==> config.mk <==
export PLATFORM = sky130hd
export DESIGN_NAME = hint_unpack_flat
export DESIGN_NICKNAME = d
export VERILOG_FILES = /design/src/rtl/hint_unpack_pkg.sv /design/src/rtl/hint_unpack_if.sv /design/src/rtl/hint_lane_match.sv /design/src/rtl/hint_unpack.sv /design/src/flat_wrapper.sv
export SDC_FILE = /design/constraint.sdc
export NUM_CORES = 2
export LEC_CHECK = 0
export CAP_MARGIN = 20
export CORE_ASPECT_RATIO = 0.5
export CORE_MARGIN = 2
export CORE_UTILIZATION = 57
export CTS_CLUSTER_SIZE = 12
export DETAILED_ROUTE_END_ITERATION = 6
export PLACE_DENSITY_LB_ADDON = 0.05
export SLEW_MARGIN = 20
export SYNTH_ARGS = -nofsm -noshare
export SYNTH_HDL_FRONTEND = slang
export SYNTH_HIERARCHICAL = 1
export SYNTH_SLANG_ARGS = --single-unit
==> constraint.sdc <==
create_clock -name clk -period 24.9 [get_ports clk]
set_input_delay 7.47 -clock clk [delete_from_list [all_inputs] [get_ports clk]]
set_output_delay 7.47 -clock clk [all_outputs]
set_load 0.03 [all_outputs]
==> src/rtl/hint_unpack_pkg.sv <==
`default_nettype none
// +--------------------------------------------------------------------+
// | hint_unpack_pkg                                                    |
// | Level constants, encodings and helpers shared by the hint decoder. |
// | Rev 1.0                                                            |
// +--------------------------------------------------------------------+
package hint_unpack_pkg;

    localparam int unsigned c_Q            = 8380417;
    localparam int unsigned c_GAMMA2_L2    = (c_Q - 1) / 88;
    localparam int unsigned c_GAMMA2_L35   = (c_Q - 1) / 32;
    localparam int          c_MAX_WORDS    = 11;

    localparam logic [2:0]  c_SEC_L2       = 3'd2;
    localparam logic [2:0]  c_SEC_L3       = 3'd3;

    typedef enum logic [1:0] {
        LVL2 = 2'd0,
        LVL3 = 2'd1,
        LVL5 = 2'd2
    } lvl_e;

    typedef struct packed {
        logic [6:0] omega;
        logic [3:0] k;
        logic [3:0] words;
    } lvl_cfg_t;

    typedef enum logic [2:0] {
        S_LOAD  = 3'd0,
        S_CNT   = 3'd1,
        S_EMIT  = 3'd2,
        S_REJ   = 3'd3
`ifdef HINTUNPACK_STRICT_EN
        , S_ORDER = 3'd4
`endif
    } state_e;

    function automatic lvl_e decode_lvl(input logic [2:0] sec);
        case (sec)
            c_SEC_L2: return LVL2;
            c_SEC_L3: return LVL3;
            default:  return LVL5;
        endcase
    endfunction

    function automatic lvl_cfg_t lvl_cfg(input lvl_e lvl);
        case (lvl)
            LVL2:    return '{omega: 7'd80, k: 4'd4, words: 4'd11};
            LVL3:    return '{omega: 7'd55, k: 4'd6, words: 4'd8};
            default: return '{omega: 7'd75, k: 4'd8, words: 4'd11};
        endcase
    endfunction

endpackage
`default_nettype wire

==> src/rtl/hint_unpack_if.sv <==
`default_nettype none
// +--------------------------------------------------------------------+
// | hint_unpack_if                                                     |
// | Hint-word input and per-coefficient hint-bit output bundle.        |
// | Rev 1.0                                                            |
// +--------------------------------------------------------------------+
interface hint_unpack_if #(
    parameter int W        = 64,
    parameter int OUTPUT_W = 4
);
    logic [2:0]          sec_lvl;
    logic [W-1:0]        hint_i;
    logic                hint_valid_i;
    logic                hint_ready_i;
    logic [OUTPUT_W-1:0] h_o;
    logic                h_valid_o;
    logic                h_ready_o;
    logic                reject_o;
    logic                done_o;

    modport slave (
        input  sec_lvl, hint_i, hint_valid_i, h_ready_o,
        output hint_ready_i, h_o, h_valid_o, reject_o, done_o
    );

    modport master (
        output sec_lvl, hint_i, hint_valid_i, h_ready_o,
        input  hint_ready_i, h_o, h_valid_o, reject_o, done_o
    );
endinterface
`default_nettype wire

==> src/rtl/hint_lane_match.sv <==
`default_nettype none
// +--------------------------------------------------------------------+
// | hint_lane_match                                                    |
// | Compares an address window against ctr..ctr+LANES-1.               |
// | Rev 1.0                                                            |
// +--------------------------------------------------------------------+
module hint_lane_match #(
    parameter int LANES = 4,
    parameter int CW    = $clog2(LANES + 1)
) (
    input  wire logic [8*LANES-1:0] i_addr,
    input  wire logic [LANES-1:0]   i_vld,
    input  wire logic [7:0]         i_ctr,
    output logic      [LANES-1:0]   o_h,
    output logic      [CW-1:0]      o_cnt
);
    always_comb begin
        o_h   = '0;
        o_cnt = '0;
        for (int j = 0; j < LANES; j++) begin
            for (int k = 0; k < LANES; k++) begin
                if (i_vld[k] && (i_addr[8*k +: 8] == i_ctr + 8'(j))) begin
                    o_h[j] = 1'b1;
                end
            end
        end
        for (int j = 0; j < LANES; j++) begin
            o_cnt = o_cnt + CW'(o_h[j]);
        end
    end
endmodule
`default_nettype wire

==> src/rtl/hint_unpack.sv <==
`default_nettype none
// +--------------------------------------------------------------------+
// | hint_unpack                                                        |
// | Buffers packed hint bytes, validates them, streams hint bits.      |
// | Optional address-order checking: HINTUNPACK_STRICT_EN.             |
// | Rev 1.0                                                            |
// +--------------------------------------------------------------------+
module hint_unpack
    import hint_unpack_pkg::*;
#(
    parameter int OUTPUT_W = 4,
    parameter int W        = 64
) (
    input  wire logic    clk,
    input  wire logic    rst,
    hint_unpack_if.slave bus
);
    localparam int         c_BUF_BITS = c_MAX_WORDS * W;
    localparam int         c_MW       = $clog2(OUTPUT_W + 1);
    localparam logic [7:0] c_CTR_LAST = 8'(256 - OUTPUT_W);

    function automatic logic [7:0] buf_byte(input logic [c_BUF_BITS-1:0] b, input logic [6:0] n);
        return b[8*int'(n) +: 8];
    endfunction

    state_e                r_state, w_state_nxt;
    logic [c_BUF_BITS-1:0] r_buf;
    lvl_e                  r_lvl, w_lvl;
    lvl_cfg_t              w_cfg;
    logic [3:0]            r_wcnt, r_p;
    logic [6:0]            r_ptr;
    logic [7:0]            r_ctr;
    logic                  r_done;
    logic                  w_acc, w_beat, w_last_word, w_last_p, w_cnt_bad;
    logic [7:0]            w_cnt_cur, w_cnt_prev;
    logic [8*OUTPUT_W-1:0] w_win;
    logic [OUTPUT_W-1:0]   w_win_vld, w_h;
    logic [c_MW-1:0]       w_mcnt;

    // Level is taken live only for the first word, then held.
    assign w_lvl       = (r_state == S_LOAD && r_wcnt == 4'd0) ? decode_lvl(bus.sec_lvl) : r_lvl;
    assign w_cfg       = lvl_cfg(w_lvl);
    assign w_acc       = bus.hint_valid_i && bus.hint_ready_i;
    assign w_beat      = (r_state == S_EMIT) && bus.h_ready_o;
    assign w_last_word = (r_wcnt == w_cfg.words - 4'd1);
    assign w_last_p    = (r_p == w_cfg.k - 4'd1);
    assign w_cnt_cur   = buf_byte(r_buf, w_cfg.omega + 7'(r_p));
    assign w_cnt_prev  = (r_p == 4'd0) ? 8'd0 : buf_byte(r_buf, w_cfg.omega + 7'(r_p) - 7'd1);
    assign w_cnt_bad   = (w_cnt_cur < w_cnt_prev) || (w_cnt_cur > {1'b0, w_cfg.omega});

    for (genvar k = 0; k < OUTPUT_W; k++) begin : g_win
        logic [6:0] w_idx;
        assign w_idx            = r_ptr + 7'(k);
        assign w_win[8*k +: 8]  = buf_byte(r_buf, w_idx);
        assign w_win_vld[k]     = ({1'b0, w_idx} < w_cnt_cur);
    end

    hint_lane_match #(.LANES(OUTPUT_W), .CW(c_MW)) u_match (
        .i_addr (w_win),
        .i_vld  (w_win_vld),
        .i_ctr  (r_ctr),
        .o_h    (w_h),
        .o_cnt  (w_mcnt)
    );

`ifdef HINTUNPACK_STRICT_EN
    logic [6:0] r_b;
    logic [7:0] w_last_cnt, w_ab, w_ab_prev;
    logic       w_first, w_ord_bad;

    // A byte opens a poly when it sits at some earlier poly's cumulative count.
    always_comb begin
        w_first = (r_b == 7'd0);
        for (int q = 0; q < 7; q++) begin
            if ((4'(q) < w_cfg.k - 4'd1) &&
                (buf_byte(r_buf, w_cfg.omega + 7'(q)) == {1'b0, r_b})) begin
                w_first = 1'b1;
            end
        end
    end

    assign w_last_cnt = buf_byte(r_buf, w_cfg.omega + 7'(w_cfg.k) - 7'd1);
    assign w_ab       = buf_byte(r_buf, r_b);
    assign w_ab_prev  = (r_b == 7'd0) ? 8'd0 : buf_byte(r_buf, r_b - 7'd1);
    assign w_ord_bad  = ({1'b0, r_b} < w_last_cnt) ? (!w_first && (w_ab <= w_ab_prev))
                                                    : (w_ab != 8'd0);
`endif

    assign bus.hint_ready_i = rst && (r_state == S_LOAD);
    assign bus.h_valid_o    = (r_state == S_EMIT);
    assign bus.h_o          = w_h;
    assign bus.reject_o     = (r_state == S_REJ);
    assign bus.done_o       = r_done;

    always_ff @(posedge clk or negedge rst) begin
        if (!rst) r_state <= S_LOAD;
        else      r_state <= w_state_nxt;
    end

    always_comb begin
        w_state_nxt = r_state;
        case (r_state)
            S_LOAD: if (w_acc && w_last_word) w_state_nxt = S_CNT;
            S_CNT: begin
                if (w_cnt_bad) w_state_nxt = S_REJ;
`ifdef HINTUNPACK_STRICT_EN
                else if (w_last_p) w_state_nxt = S_ORDER;
`else
                else if (w_last_p) w_state_nxt = S_EMIT;
`endif
            end
`ifdef HINTUNPACK_STRICT_EN
            S_ORDER: begin
                if (w_ord_bad) w_state_nxt = S_REJ;
                else if (r_b == w_cfg.omega - 7'd1) w_state_nxt = S_EMIT;
            end
`endif
            S_EMIT: if (w_beat && r_ctr == c_CTR_LAST && w_last_p) w_state_nxt = S_LOAD;
            S_REJ:  w_state_nxt = S_REJ;
            default: w_state_nxt = S_LOAD;
        endcase
    end

    always_ff @(posedge clk or negedge rst) begin
        if (!rst) begin
            r_buf  <= '0;
            r_lvl  <= LVL2;
            r_wcnt <= 4'd0;
            r_p    <= 4'd0;
            r_ptr  <= 7'd0;
            r_ctr  <= 8'd0;
            r_done <= 1'b0;
`ifdef HINTUNPACK_STRICT_EN
            r_b    <= 7'd0;
`endif
        end else begin
            r_done <= 1'b0;
            case (r_state)
                S_LOAD: begin
                    if (w_acc) begin
                        r_buf[W*int'(r_wcnt) +: W] <= bus.hint_i;
                        r_lvl  <= w_lvl;
                        r_wcnt <= w_last_word ? 4'd0 : r_wcnt + 4'd1;
                    end
                end
                S_CNT: begin
                    r_p   <= w_last_p ? 4'd0 : r_p + 4'd1;
                    r_ptr <= 7'd0;
                    r_ctr <= 8'd0;
`ifdef HINTUNPACK_STRICT_EN
                    r_b   <= 7'd0;
`endif
                end
`ifdef HINTUNPACK_STRICT_EN
                S_ORDER: r_b <= r_b + 7'd1;
`endif
                S_EMIT: begin
                    if (w_beat) begin
                        if (r_ctr == c_CTR_LAST) begin
                            // Skips any unmatched entries left in this poly.
                            r_ptr <= w_cnt_cur[6:0];
                            r_ctr <= 8'd0;
                            r_p   <= w_last_p ? 4'd0 : r_p + 4'd1;
                            r_done <= w_last_p;
                        end else begin
                            r_ptr <= r_ptr + 7'(w_mcnt);
                            r_ctr <= r_ctr + 8'(OUTPUT_W);
                        end
                    end
                end
                default: ;
            endcase
        end
    end
endmodule
`default_nettype wire

==> src/flat_wrapper.sv <==
// flat-port wrapper written by rule: the top's interface ports become plain ports
module hint_unpack_flat import hint_unpack_pkg::*;
#(
    parameter int OUTPUT_W = 4,
    parameter int W        = 64
)
  (clk, rst, bus_sec_lvl, bus_hint_i, bus_hint_valid_i, bus_h_ready_o, bus_hint_ready_i, bus_h_o, bus_h_valid_o, bus_reject_o, bus_done_o);
  hint_unpack_if #(.W(W), .OUTPUT_W(OUTPUT_W)) bus_i ();
  input  wire logic clk;
  input  wire logic rst;
  input wire logic [$bits(bus_i.sec_lvl)-1:0] bus_sec_lvl;
  input wire logic [$bits(bus_i.hint_i)-1:0] bus_hint_i;
  input wire logic [$bits(bus_i.hint_valid_i)-1:0] bus_hint_valid_i;
  input wire logic [$bits(bus_i.h_ready_o)-1:0] bus_h_ready_o;
  output wire logic [$bits(bus_i.hint_ready_i)-1:0] bus_hint_ready_i;
  output wire logic [$bits(bus_i.h_o)-1:0] bus_h_o;
  output wire logic [$bits(bus_i.h_valid_o)-1:0] bus_h_valid_o;
  output wire logic [$bits(bus_i.reject_o)-1:0] bus_reject_o;
  output wire logic [$bits(bus_i.done_o)-1:0] bus_done_o;
  assign bus_i.sec_lvl = bus_sec_lvl;
  assign bus_i.hint_i = bus_hint_i;
  assign bus_i.hint_valid_i = bus_hint_valid_i;
  assign bus_i.h_ready_o = bus_h_ready_o;
  assign bus_hint_ready_i = bus_i.hint_ready_i;
  assign bus_h_o = bus_i.h_o;
  assign bus_h_valid_o = bus_i.h_valid_o;
  assign bus_reject_o = bus_i.reject_o;
  assign bus_done_o = bus_i.done_o;
  hint_unpack #(.OUTPUT_W(OUTPUT_W), .W(W)) u_core (.clk(clk), .rst(rst), .bus(bus_i));
endmodule
# [Yosys cells after proc, flatten, opt, wreduce, memory -nomap -nowiden]
# Cells that the tools add are included.
# Widths: inputs -> output; s select.
[op_classes] mux=40 n_eq_ne=30 magnitude_cmp=6 n_addsub=18 reduce_logical=33 n_shift=8
[ops] cell="$shiftx 704x11->8" n=6
[ops] cell="$bwmux 704" n=1
[ops] cell="$shift 64x33->704 const A" n=1
[ops] cell="$shiftx 64x33->704" n=1
[ops] cell="$eq 8x8->1" n=16
[ops] cell="$neg 10->33" n=1
[ops] cell="$lt 7x8->1" n=4
[ops] cell="$pmux 15 s2" n=1
[ops] cell="$mux 8" n=3
[ops] cell="$logic_and 1x1->1" n=23
[ops] cell="$mux 1" n=19
[ops] cell="$add 8x2->8 const B" n=2
[ops] cell="$mux 4" n=4
[ops] cell="$pmux 8 s2" n=1
[ops] cell="$add 7x2->7 const B" n=2
[ops] cell="$mux 7" n=2
[ops] cell="$pmux 7 s2" n=1
[ops] cell="$eq 3x2->1 const B" n=4
[ops] cell="$mux 3" n=4
[ops] cell="$pmux 3 s4" n=1
[ops] cell="$add 4x1->4 const B" n=2
[ops] cell="$add 8x1->8 const B" n=1
[ops] cell="$add 8x3->8 const B" n=1
[ops] cell="$eq 4x4->1" n=2
[ops] cell="26 further kinds" n=32
[word_totals] ff_bits=733 inputBits=71 elab_cells=143

# [Logic depth before layout (Yosys ltp)]
[depth] ltp_word=20 ltp_mapped=44 depth_no_buf=38

# [Cells and area by module]
# The synthesis kept the hierarchy.
[modules_own_cells] module="hint_unpack" area_each_um2=62531.2 seq_area_each_um2=18267.5 n_inst=1 cells_each=5329
[modules_own_cells] module="hint_lane_match" area_each_um2=2062.0 seq_area_each_um2=0.0 n_inst=1 cells_each=309

# [Least setup slack after synthesis]
# Ideal clock, no wire load.
[synth_timing] path_type="input -> output" from="in bus_sec_lvl[0]" to="out bus_h_o[3]" path_stages=25 t_arrival_ps=13725 setup_slack_ps=3705 path_cell_list="nor3b_1 mux2_2 inv_4 ha_1 ha_1 buf_2 buf_2 clkbuf_1 buf_1 buf_2 mux4_2 nand2_1 nand2_1 a21oi_1 o221ai_1 a32oi_1 ha_1 a21o_1 a211oi_1 a21oi_1 o21ai_0 nand3_1 or4_1 a2111oi_2 or4_1"
[synth_via] elab_chain_len=13 elab_cells_between_ends=21 cone_classes="1 x add/sub; 4 x order compare; 3 x eq/ne; 1 x shift; 7 x mux; 5 x reduce/logical"
[synth_rtl] item="start: declaration" line="flat_wrapper.sv:11" source="input wire logic [$bits(bus_i.sec_lvl)-1:0] bus_sec_lvl;"
[synth_rtl] item="$eq 3x2->1" line="hint_unpack_pkg.sv:40" source="case (sec)"
[synth_rtl] item="$pmux 2 s2 (*)" line="hint_unpack_pkg.sv:40"
[synth_rtl] item="$mux 2 (*)" line="hint_unpack.sv:41" source="assign w_lvl = (r_state == S_LOAD && r_wcnt == 4'd0) ? decode_lvl(bus.sec_lvl) : r_lvl;"
[synth_rtl] item="$eq 2x1->1 / $logic_not 2->1 (equally long branches)" line="hint_unpack_pkg.sv:48" source="case (lvl)"
[synth_rtl] item="$pmux 15 s2 (*)" line="hint_unpack_pkg.sv:48"
[synth_rtl] item="$add 7x4->7 (*)" line="hint_unpack.sv:47" source="assign w_cnt_cur = buf_byte(r_buf, w_cfg.omega + 7'(r_p));"
[synth_rtl] item="$shiftx 704x11->8 (*)" line="hint_unpack.sv:23" source="return b[8*int'(n) +: 8];"
[synth_rtl] item="$lt 7x8->1 (*)" line="hint_unpack.sv:55" source="assign w_win_vld[k] = ({1'b0, w_idx} < w_cnt_cur);"
[synth_rtl] item="named net u_core.w_win_vld[0]" line="hint_unpack.sv:37" source="logic [OUTPUT_W-1:0] w_win_vld, w_h;"
[synth_rtl] item="$logic_and 1x1->1 (*)" line="hint_lane_match.sv:22" source="if (i_vld[k] && (i_addr[8*k +: 8] == i_ctr + 8'(j))) begin"
[synth_rtl] item="$mux 1 (*) (4 in a row)" line="hint_lane_match.sv:22"
[synth_rtl] item="end: declaration" line="flat_wrapper.sv:16" source="output wire logic [$bits(bus_i.h_o)-1:0] bus_h_o;"
# Mark *: on every way through the listed nets, which the timed path passes. The rest lies on a longest branch.

# [Worst setup path after layout]
[layout_timing] from="in bus_sec_lvl[2]" to="out bus_h_o[1]"
[layout_via] elab_cells_between_ends=21 cone_classes="1 x add/sub; 4 x order compare; 3 x eq/ne; 1 x shift; 7 x mux; 5 x reduce/logical"
[layout_rtl] item="$eq 3x2->1" line="hint_unpack_pkg.sv:40"
[layout_rtl] item="$pmux 2 s2 (*)" line="hint_unpack_pkg.sv:40"
[layout_rtl] item="$mux 2 (*)" line="hint_unpack.sv:41"
[layout_rtl] item="$eq 2x1->1 / $logic_not 2->1 (equally long branches)" line="hint_unpack_pkg.sv:48"
[layout_rtl] item="$pmux 15 s2 (*)" line="hint_unpack_pkg.sv:48"
[layout_rtl] item="$add 7x4->7 (*)" line="hint_unpack.sv:47"
[layout_rtl] item="$shiftx 704x11->8 (*)" line="hint_unpack.sv:23"
[layout_rtl] item="$lt 7x8->1 (*)" line="hint_unpack.sv:55"
[layout_rtl] item="named net u_core.w_win_vld[3]" line="hint_unpack.sv:37"
[layout_rtl] item="$logic_and 1x1->1 (*)" line="hint_lane_match.sv:22"
[layout_rtl] item="$mux 1 (*)" line="hint_lane_match.sv:22"
# Marked as above.

==> out/qor.yml <==
power_density_mw_per_mm2: 40.41
ctsResizeCount: 0
synth_compound_area_share_pct: 9.745
cp.arrival_ns: 16.16
synth.mux.area_fraction_pct: 44.60
avgSynthCellArea_um2: 11.46
yosysMostFrequentCell: "nand2_1"
min-delay-path-class: "flip-flop to flip-flop"
dieArea_mm2: 0.1162
p_leak_nw: 25.06
cp_max_fo: 46
tritoncts: "done"
synth_top_family_by_area: "multiplexers"
swShare_pct: 30.14
top_usage_layer: "met1"
io_buffers: 78
whs_ns: 0.5824
ant_nets: 0
fin_nets: 5516
clk-insertion-delay-late_ns: 0.71
area_growth_pct: 7.157
cp-start-kind: "input pin"
gr-total-overflow: 0
cts-buffers-inserted: 78
grt_use_total_pct: 47.37
yosysSeqAreaShare_pct: 28.28
rsz0062_at_grt: "no"
synth_common_cells: "nand2_1, mux4_2, dfrtp_1"
combPwrFrac_pct: 13.5
grt_pass1_wl_um: 391200
max_freq_ghz: 0.04232
path_clk_slew_ns: 0.06
power_switching_uw: 842.9
failed_checks: "design-rule violations"
met3_usage_pct: 30.77
setup_viol: 0
cts.sinks: 730
ys_seq_elements: 730
fillers: 9010
crit_type: "input pin to primary output"
synthSimpleGateAreaFrac_pct: 10.77
antenna_found_initial: 45
synth_area_leaders: "mux4_2, dfrtp_1, nand2_1"
synth_cells: 5638
dpl.hpwl_um: 185200
drt_iter0_drc: 10024
synthArstFlopShare_pct: 100.0
vias: 56212
core-area_mm2: 0.1126
fin_crit_sh_pct: 94.89
cp-end-kind: "primary output"
dr.pass1.iters: 7
reg2reg_slack_ns: 13.57
met1_usage_pct: 63.39
worst_ep_required_time_ns: 17.43
whs_path_depth: 2
synth-edff-count: 0
maxCapViolCount: 0
setup_tns_ns: 0
ioPinCount: 79
status: "finished with violations"
die_h_um: 242.0
hold_viol: 0
synth_ff_type: "dfrtp_1"
yosysWarnings: 6
setup_slack_ns: 1.272
gr-usage-met2_pct: 60.31
rows: 87
cts_post_setup_buffers_inserted: 0
pwr-share-seq_pct: 43.5
total_power_mw: 2.797
synth_adder_area_share_pct: 1.379
gp_congestion: 1.014
cts.hold.buffers_added: 0
initial_core_util_pct: 57.39
pre_cts_ws_ns: 1.825
root_buffer: "clkbuf_16"
clkPwrFrac_pct: 43.0
post_drt_wl_per_cell_um: 39.24
drive_gt1_share_pct: 28.99
grt_start_max_net_pins: 152
synth_area_leader_cell: "mux4_2"
die_w_um: 480.1
p_int_mw: 1.954
fin_skew_ns: 0.02173
htree_levels: 3
yosysTopAreaCellShare_pct: 42.89
post-route-util_pct: 61.50
tightest_slew_ns: 1.289
period_needed_ns: 23.63
netlist_area_mm2: 0.06459
ff2ff_path_depth: 34
finalMaxSlewViolations: 0
drc: 5
viasPerCell: 8.087
synthXorXnorAreaFrac_pct: 1.484
max_slew_margin_pct: 14.06
finalWirelength_um: 272800
peakVddDrop_mv: 0.05448
cts_buffer_depth: 3
synth_cell_types: 83
grt_pass1_vias: 52668
-- kinds of logic (layout without fill, tap and decap cells) --
family          count (synthesis)  in the layout
compound gates               1088           1088
xor+xnor                      107            107
fa+ha+maj                      70             70
buf+inv                       615            394
flops                         730            730
mux                          1338           1338
other cells                     1             22
simple gates                 1689           1689
-- layout by cell type, fill, tap and decap left out, types with 35 or more instances in the layout --
| master | instances |
|---|---|
| buf_4 | 128 |
| nor2_1 | 81 |
| xnor2_1 | 57 |
| nor3_1 | 39 |
| nand3_1 | 121 |
| o21ai_0 | 702 |
| clkbuf_16 | 79 |
| mux2i_1 | 98 |
| ha_1 | 63 |
| dfrtp_1 | 726 |
| o31ai_1 | 102 |
| nand2_1 | 1316 |
| a21oi_1 | 87 |
| mux4_2 | 1230 |
| clkdlybuf4s50_1 | 77 |
| inv_1 | 35 |
-- path summary, 6_finish.rpt --
path | startpoint | endpoint
min in group asynchronous | rst | u_core/r_ctr[7]
worst min register to register | u_core/r_buf[336] | u_core/r_buf[336]
worst max-delay path | bus_sec_lvl[2] | bus_h_o[1]
worst max register to register | u_core/r_wcnt[0] | u_core/r_ptr[6]
max in group asynchronous | rst | u_core/r_buf[250]
worst min-delay path | u_core/r_buf[336] | u_core/r_buf[336]
-- stage by stage --
| step | area, um^2 | cells |
|---|---|---|
| floorplan | 64610 | 5643 |
| global placement | 66680 | 6806 |
| detailed placement | 66690 | 6807 |
| CTS | 69130 | 6934 |
| global route | 69190 | 6940 |
| finish | 69220 | 6951 |
-- metal layers --
| metal | routed length (um) | vias to the layer above |
|---|---|---|
| met1 | 95310 | 28335 |
| met4 | 14010 | 60 |
| met3 | 55200 | 978 |
| met2 | 107600 | 5260 |
| met5 | 596 | - |
| li1 | - | 21579 |
-- power groups by stage --
stage                     combinational, mW  sequential, mW  clock, mW
after global routing                  0.395            1.22       1.26
after CTS                             0.361            1.22       1.21
after floorplan                       0.192            1.23          0
final                                 0.377            1.22       1.20
after detailed placement              0.360            1.24          0
after global placement                0.358            1.24          0
-- final cells by class --
type,count,area (um^2),area share (%)
tap,1513,1893,2.735
clock inverter,22,265.3,0.3832
clock buffer,105,2175,3.142
multi-input combinational,4298,44360,64.08
timing repair buffer,221,2029,2.932
inverter,46,177.7,0.2567
antenna,16,40.04,0.05785
sequential,730,18280,26.41
-- flip-flops by register name (all words and copies together), names as in the netlist --
name / cells
u_core/r_wcnt: 4
u_core/r_state: 2
u_core/r_ctr: 6
u_core/r_p: 4
u_core/r_buf: 704
u_core/r_lvl: 2
u_core/bus.done_o: 1
u_core/r_ptr: 7
-- worst max-delay path, cell delays in order --
cell	delay [ns]
clkdlybuf4s50_1	0.46
nand3b_1	0.21
o21ai_1	0.62
ha_1	0.39
nand2_1	0.16
or3_1	0.38
a211oi_1	0.44
or4_4	0.89
o21ai_0	0.20
o21ai_0	0.41
a32o_1	0.87
inv_1	0.29
ha_1	0.37
o21a_1	0.19
o21a_1	0.18
nand2_1	0.07
a21oi_1	0.04
o31ai_1	0.73
o211ai_1	0.17
a211oi_1	0.23
nand3_1	0.10
nor3_1	0.22
a2111o_1	0.22
clkdlybuf4s50_1	0.71
Note: power is estimated with default switching activity, not from simulation.
